**src/rtl/sat_schedule_sequencer.sv**
```systemverilog
// Table-driven pipeline schedule sequencer: walks PIPELINE_DEPTH slots per round and
// emits a registered control word per slot, with fill/drain masking, stall and stop.
module sat_schedule_sequencer #(
    parameter int                      SIGNAL_WIDTH    = 13,
    parameter int                      PIPELINE_DEPTH  = 12,
    parameter logic [SIGNAL_WIDTH-1:0] FILL_MASK       = 13'h1FFD,
    parameter logic [SIGNAL_WIDTH-1:0] DRAIN_MASK      = 13'h0002,
    parameter logic [SIGNAL_WIDTH-1:0] IDLE_VALUE      = 13'h0018,
    parameter int                      ROUND_CNT_WIDTH = 16,
    localparam int                     SW = (PIPELINE_DEPTH > 1) ? $clog2(PIPELINE_DEPTH) : 1
) (
    input  logic                       clk_i,
    input  logic                       rst_ni,
    input  logic                       start_i,
    input  logic                       stop_i,
    input  logic                       stall_i,
    input  logic                       cfg_we_i,
    input  logic [SW-1:0]              cfg_addr_i,
    input  logic [SIGNAL_WIDTH-1:0]    cfg_data_i,
    output logic [SIGNAL_WIDTH-1:0]    control_signal_o,
    output logic [SW-1:0]              slot_o,
    output logic                       busy_o,
    output logic                       round_done_o,
    output logic [ROUND_CNT_WIDTH-1:0] rounds_o,
    output logic                       cfg_err_o
);

    typedef enum logic [1:0] {ST_IDLE, ST_FILL, ST_RUN, ST_DRAIN} state_e;

    localparam logic [SW-1:0] LAST_SLOT = SW'(PIPELINE_DEPTH - 1);
    localparam logic [SW:0]   DEPTH     = (SW+1)'(PIPELINE_DEPTH);

    state_e                      r_state, w_state_nxt;
    logic [SW-1:0]               r_cnt;
    logic                        r_stop_pend;
    logic [SIGNAL_WIDTH-1:0]     r_table [PIPELINE_DEPTH];
    logic [SIGNAL_WIDTH-1:0]     r_ctrl;
    logic [SW-1:0]               r_slot;
    logic                        r_busy;
    logic                        r_done;
    logic                        r_err;
    logic [ROUND_CNT_WIDTH-1:0]  r_rounds;

    logic                        w_active;
    logic                        w_start;
    logic                        w_issue;
    logic                        w_eor;
    logic                        w_stop;
    logic                        w_addr_ok;
    logic                        w_cfg_commit;
    logic                        w_cfg_err;
    logic [SIGNAL_WIDTH-1:0]     w_entry;
    logic [SIGNAL_WIDTH-1:0]     w_word;

    // r_cnt is the slot to issue next; slot_o/control_signal_o show the slot issued last edge.
    assign w_active     = (r_state != ST_IDLE);
    assign w_start      = !w_active && start_i;
    assign w_issue      = w_active && !stall_i;
    assign w_eor        = w_issue && (r_cnt == LAST_SLOT);
    assign w_stop       = r_stop_pend || stop_i;
    assign w_addr_ok    = ({1'b0, cfg_addr_i} < DEPTH);
    assign w_cfg_commit = cfg_we_i && !w_active && w_addr_ok;
    assign w_cfg_err    = cfg_we_i && !w_cfg_commit;
    assign w_entry      = r_table[r_cnt];

    always_ff @(posedge clk_i or negedge rst_ni) begin
        if (!rst_ni) r_state <= ST_IDLE;
        else         r_state <= w_state_nxt;
    end

    always_comb begin
        w_state_nxt = r_state;
        case (r_state)
            ST_IDLE:         if (start_i) w_state_nxt = ST_FILL;
            ST_FILL, ST_RUN: if (w_eor)   w_state_nxt = w_stop ? ST_DRAIN : ST_RUN;
            ST_DRAIN:        if (w_eor)   w_state_nxt = ST_IDLE;
            default:                      w_state_nxt = ST_IDLE;
        endcase
    end

    always_comb begin
        w_word = IDLE_VALUE;
        case (r_state)
            ST_FILL:  if (!stall_i) w_word = w_entry & FILL_MASK;
            ST_RUN:   if (!stall_i) w_word = w_entry;
            ST_DRAIN: if (!stall_i) w_word = w_entry & DRAIN_MASK;
            default:                w_word = IDLE_VALUE;
        endcase
    end

    always_ff @(posedge clk_i or negedge rst_ni) begin
        if (!rst_ni) begin
            r_cnt       <= '0;
            r_stop_pend <= 1'b0;
        end else begin
            if (w_start)      r_cnt <= '0;
            else if (w_issue) r_cnt <= (r_cnt == LAST_SLOT) ? '0 : r_cnt + SW'(1);
            // A stop seen at end of round goes straight to DRAIN, so nothing stays pending.
            if (!w_active)    r_stop_pend <= start_i && stop_i;
            else              r_stop_pend <= w_eor ? 1'b0 : w_stop;
        end
    end

    always_ff @(posedge clk_i or negedge rst_ni) begin
        if (!rst_ni) begin
            r_ctrl   <= IDLE_VALUE;
            r_slot   <= '0;
            r_busy   <= 1'b0;
            r_done   <= 1'b0;
            r_err    <= 1'b0;
            r_rounds <= '0;
        end else begin
            r_ctrl <= w_word;
            r_slot <= w_active ? r_cnt : '0;
            r_busy <= (w_state_nxt != ST_IDLE);
            r_done <= w_eor;
            r_err  <= w_cfg_err;
            if (w_start)                      r_rounds <= '0;
            else if (w_eor && r_rounds != '1) r_rounds <= r_rounds + ROUND_CNT_WIDTH'(1);
        end
    end

    always_ff @(posedge clk_i or negedge rst_ni) begin
        if (!rst_ni) begin
            for (int i = 0; i < PIPELINE_DEPTH; i++) r_table[i] <= IDLE_VALUE;
        end else if (w_cfg_commit) begin
            r_table[cfg_addr_i] <= cfg_data_i;
        end
    end

    assign control_signal_o = r_ctrl;
    assign slot_o           = r_slot;
    assign busy_o           = r_busy;
    assign round_done_o     = r_done;
    assign rounds_o         = r_rounds;
    assign cfg_err_o        = r_err;

endmodule
```
**config.mk**
```make
export PLATFORM = sky130hd
export DESIGN_NAME = sat_schedule_sequencer
export DESIGN_NICKNAME = d
export VERILOG_FILES = /design/src/rtl/sat_schedule_sequencer.sv
export SDC_FILE = /design/constraint.sdc
export NUM_CORES = 1
export LEC_CHECK = 0
export BUFFER_PORTS_ARGS = -buffer_cell sky130_fd_sc_hd__clkbuf_2
export CAP_MARGIN = 10
export CORE_ASPECT_RATIO = 1.25
export CORE_MARGIN = 2
export CORE_UTILIZATION = 65
export DETAILED_ROUTE_END_ITERATION = 8
export PLACE_DENSITY = 0.9
export SLEW_MARGIN = 40
export SYNTH_ARGS = -nofsm -noshare
export SYNTH_HDL_FRONTEND = slang
export SYNTH_SLANG_ARGS = --single-unit
export TNS_END_PERCENT = 100
```
**constraint.sdc**
```tcl
create_clock -name clk_i -period 3.6 [get_ports clk_i]
set_input_delay 0.36 -clock clk_i [delete_from_list [all_inputs] [get_ports clk_i]]
set_output_delay 0.36 -clock clk_i [all_outputs]
set_load 0.01 [all_outputs]
```
# == Word-level counts from Yosys, hierarchy flattened ==
# Cells that the tools add are included.
# word_totals
register_bits,199
inputBits,23
out_inout_bits,36
word_cells,76
# op_classes
add_sub_neg,2
n_lt_le_gt_ge,4
eq_ne,5
n_mux,23
n_bitwise,2
reduce_logical,19
# ops
operator,count
156-bit bitwise mux,1
13-bit 2-to-1 mux,5
13-bit binary-select mux with 4-bit select,1
13-bit demux with 4-bit select,1
13-bit case mux with 3 select lines,1
16-bit 2-to-1 mux,2
"16-bit by 1-bit adder with 16-bit output, second input constant",1
4-bit 2-to-1 mux,4
"16-bit != test, second input constant",1
"5-bit >= comparator, second input constant",2
4-bit inverter with 5-bit output,2
1-bit logical AND,9
2-bit nonzero test,4
2-bit 2-to-1 mux,3
2-bit case mux with 3 select lines,1
"5-bit by 1-bit < comparator with 1-bit output, second input constant",1
5-bit 2-to-1 mux,1
"4-bit by 1-bit adder with 4-bit output, second input constant",1
"2-bit == test, second input constant",2
"4-bit == test, second input constant",1
"4-bit < comparator, second input constant",1
1-bit zero test,3
1-bit 2-to-1 mux,3
"2-bit by 1-bit == test with 1-bit output, second input constant",1
other kinds (3),3

# == Logic depth before layout (Yosys ltp) ==
# logic_depth
word_depth,6
ltp_mapped,9
mapped_depth_nobuf,7

# == Worst setup path after synthesis ==
# No wires, ideal clock.
# synth_timing
kind,flip-flop to flip-flop
startpoint,register r_state[0]
endpoint,register r_rounds[14] (netlist: rounds_o[14])
setup_ns,0.078
arrival_ns,2.351
required_ns,3.522
setup_slack_ns,1.171
path_stages_with_launch,9
n_path_buf,2
period_less_slack_ns,2.429
path_cell_list,dfrtp_1 inv_1 ha_1 buf_6 or3b_4 or4_1 buf_2 or4_1 a21oi_1
# synth_between
elab_chain_len,5
elab_cells_between_ends,8
cone_classes,mux (1); reduce/logical (7)
# synth_lines
element,line_no,text
"start, declared",33,"state_e r_state, w_state_nxt;"
"start signal, assigned",68,else r_state <= w_state_nxt;
2-bit nonzero test (*),56,assign w_active = (r_state != ST_IDLE);
1-bit logical AND,58,assign w_issue = w_active && !stall_i;
1-bit logical AND,59,assign w_eor = w_issue && (r_cnt == LAST_SLOT);
1-bit logical AND,119,else if (w_eor && r_rounds != '1) r_rounds <= r_rounds + ROUND_CNT_WIDTH'(1);
2-bit nonzero test (no line),-,
"end signal, assigned",119,
"end, declared",42,logic [ROUND_CNT_WIDTH-1:0] r_rounds;
# Every way passes the cells marked *; elsewhere a longest branch is shown, timed or not.
# A chain may end at the register's enable or synchronous reset.

# == Worst setup path in the final report ==
# layout_timing
startpoint,register r_state[1]
endpoint,register r_table[37] in the netlist's numbering
# layout_between
elab_chain_len,4
# layout_lines
element,line_no,text
2-bit nonzero test,56,
1-bit zero test,-,
1-bit logical AND (2 in series),62,assign w_cfg_commit = cfg_we_i && !w_active && w_addr_ok;
"end signal, assigned by index",127,r_table[cfg_addr_i] <= cfg_data_i;
"end, declared",36,logic [SIGNAL_WIDTH-1:0] r_table [PIPELINE_DEPTH];
# Every way passes these cells.

==> results.sh <==
export IMPL_status="finished clean"
export IMPL_cts_sinks=199
export IMPL_min_path_type="in2reg"
export IMPL_grt_pass1_vias=6090
export IMPL_wl_um=21300
export IMPL_synth_most_common_cell="dfrtp_1"
export IMPL_cts_root_buf="clkbuf_16"
export IMPL_synthFlopType="dfrtp_1"
export IMPL_path_buf_inv=2
export IMPL_synth_cell_types=44
export IMPL_slew_limit_headroom=0.469
export IMPL_finalSetupTns_ns=0
export IMPL_drv_cap=0
export IMPL_period_minus_slack_ns=2.85
export IMPL_r2r_end="r_table[37]"
export IMPL_wire_per_inst_um=24.4
export IMPL_power_internal_mw=5.77
export IMPL_cts_buffers=17
export IMPL_grt_overflow=0
export IMPL_dieWidth_um=109
export IMPL_min_from="stop_i"
export IMPL_clkPwrFrac=0.273
export IMPL_synthDominantCellAreaShare=0.481
export IMPL_setup_worst_path_class="reg2reg"
export IMPL_drt_iter0_markers=632
export IMPL_fill_cells=773
export IMPL_cts_tree="yes"
export IMPL_final_instance_count_excl_fill=872
export IMPL_cp_required_ns=3.91
export IMPL_cp_depth=6
export IMPL_skew_ns=0.0168
export IMPL_grt_use_total=0.303
export IMPL_insertion_delay_ns=0.43
export IMPL_ant_nets=0
export IMPL_rows=48
export IMPL_die_h_um=136
export IMPL_crit_fanout=18
export IMPL_crit_chain="inv_1 > ha_1 > nand4b_1 > nor2_1 > buf_4 > mux2_2"
export IMPL_regToRegStartpoint="r_state[1]"
export IMPL_area_growth_pct=13.4
export IMPL_pwr_share_comb=0.282
export IMPL_postSynthAreaPerCell_sq_um=14.2
export IMPL_worstMarginPinSlew_ns=0.797
export IMPL_cp_arrival_ns=3.16
export IMPL_drv_slew=0
export IMPL_rsz0062_at_grt="no"
export IMPL_placedCellCount=837
export IMPL_portBuffers=58
export IMPL_peakVddDrop_mv=0.460
export IMPL_fin_crit_sh=0.792
export IMPL_antenna_found_initial=1
export IMPL_crit_family="simple AND/OR/NAND/NOR gates"
export IMPL_die_area_sq_um=14800
export IMPL_synth_common_cells="dfrtp_1 (173), mux2_2 (156), clkbuf_1 (37), mux4_2 (37), dfstp_2 (26)"
export IMPL_worstHoldPathCells=3
export IMPL_ys_ff_latch=199
export IMPL_netlist_instances=634
export IMPL_finalSetupViolCount=0
export IMPL_worst_setup_path_start_kind="register"
export IMPL_drc_errors=0
export IMPL_syn_nets=663
export IMPL_clk_pin_slew_ns=0.07
export IMPL_final_nets=712
export IMPL_synth_warnings=0
export IMPL_powerDensity_nw_per_um2=789
export IMPL_slowest_delay_ns=0.67
export IMPL_fmax_mhz=351
export IMPL_gp_congestion=0.865
export IMPL_seqPwrFrac=0.445
export IMPL_grt_pass1_wl_um=33200
export IMPL_yosysTopAreaCell="dfrtp_1"
export IMPL_io_pins=59
export IMPL_slowest_stage="nor2_1"
export IMPL_synth_area_sq_um=9010
export IMPL_ys_top_cells_by_area="dfrtp_1 (48%), mux2_2 (20%), mux4_2 (9.3%)"
export IMPL_routed_via_density=6.68
export IMPL_ff2ff_setup_slack_ns=0.75
export IMPL_holdWs_ns=0.175
export IMPL_core_area_sq_um=13700
export IMPL_ctsLongestPathBuffers=2
export IMPL_synthArstFlopShare=1.00
export IMPL_drive_above_1_share=0.477
export IMPL_dr_pass1_iters=5
export IMPL_hold_path_end="r_stop_pend"
export IMPL_start_util=0.658
export IMPL_p_leak_nw=4.53
export IMPL_seq_area_frac_synth=0.556
export IMPL_r2r_cells=6
export IMPL_vias=5826
export IMPL_grt_max_degree=117
export IMPL_cts_setup_buffers=0
export IMPL_switching_share=0.284
export IMPL_synth_edf_count=0
export IMPL_finalHoldViolations=0
export IMPL_power_switching_mw=2.29
export IMPL_endpoint_kind="register"
export IMPL_htree_levels=4
export IMPL_hpwlAfterDp_um=12600
-- stage by stage --
step	util	worst slack, ns	cell area, sq um	power (mW)
floorplan	-	1.17	9010	5.17
global placement	0.692	0.966	9470	5.56
detailed placement	0.693	0.880	9480	5.77
CTS	0.743	0.861	10200	8.05
global route	0.746	0.647	10200	8.41
finish	0.746	0.750	10200	8.06
-- final cells by class --
class	instances	area, sq um	area share
clock buffers	19	433	0.0424
well taps	175	219	0.0214
flip-flops and latches	199	5010	0.491
repair buffers	78	477	0.0467
inverters	17	63.8	0.00625
diodes	1	2.50	0.000245
clock inverters	13	251	0.0246
multi-input cells	370	3750	0.368
-- cell families after synthesis --
family,Yosys count,share of synthesized area
AO/OA/AOI/OAI,63,0.0468
adder cells (fa/ha/maj),6,0.00833
buffers and inverters,65,0.0282
flip-flops,199,0.556
multiplexers,209,0.305
AND/OR/NAND/NOR,92,0.0549
-- power groups by stage --
stage | Sequential (mW) | Clock (mW) | Combinational (mW)
3_3_place_gp | 3.47 | 0 | 2.09
4_1_cts | 3.56 | 2.21 | 2.27
5_1_grt | 3.66 | 2.30 | 2.45
6_report | 3.58 | 2.20 | 2.27
2_1_floorplan | 3.44 | 0 | 1.74
3_5_place_dp | 3.57 | 0 | 2.20
-- state kept, by name, indices dropped and copies added (netlist names) --
signal / flops
busy_o: 1
cfg_err_o: 1
control_signal_o: 13
r_cnt: 4
r_state: 2
r_stop_pend: 1
r_table: 156
round_done_o: 1
rounds_o: 16
slot_o: 4
-- repair_timing --
item | in CTS | in global routing
hold buffers | 0 | 1
resized for setup | 0 | 0
hold endpoints to repair | 0 | 40
-- layer usage --
layer / up-vias / global-route usage / share of wire
met5: - / 0 / 0
met4: 0 / 0.125 / 0.037
met3: 58 / 0.0601 / 0.055
met2: 261 / 0.520 / 0.53
met1: 3057 / 0.376 / 0.38
li1: 2450 / - / -
-- cells in the final DEF (no fill, tap or decap), types with 8 or more instances in the layout --
cell       count
dfrtp_1      171
mux2_2       156
clkbuf_2      57
mux4_2        37
dfstp_2       26
nand2_1       20
inv_1         17
nor2_1        17
clkbuf_16     17
buf_4         17
mux2i_1       16
o22ai_1       11
a21oi_1       11
or4_1          8
-- worst max-delay path by stage --
| stage | to | from |
|---|---|---|
| 2_1_floorplan | rounds_o[14] | r_state[0] |
| 3_3_place_gp | rounds_o[12] | r_state[0] |
| 3_5_place_dp | rounds_o[12] | r_state[0] |
| 4_1_cts | rounds_o[14] | r_state[0] |
| 5_1_grt | r_table[37] | r_state[1] |
| 6_report | r_table[37] | r_state[1] |
-- worst reg2reg max path: stages, from the launching register on --
cell,delay (ns)
dfrtp_1,0.41
inv_1,0.12
ha_1,0.53
nand4b_1,0.31
nor2_1,0.67
buf_4,0.33
mux2_2,0.36
No activity file was read; power rests on OpenSTA's default activity.
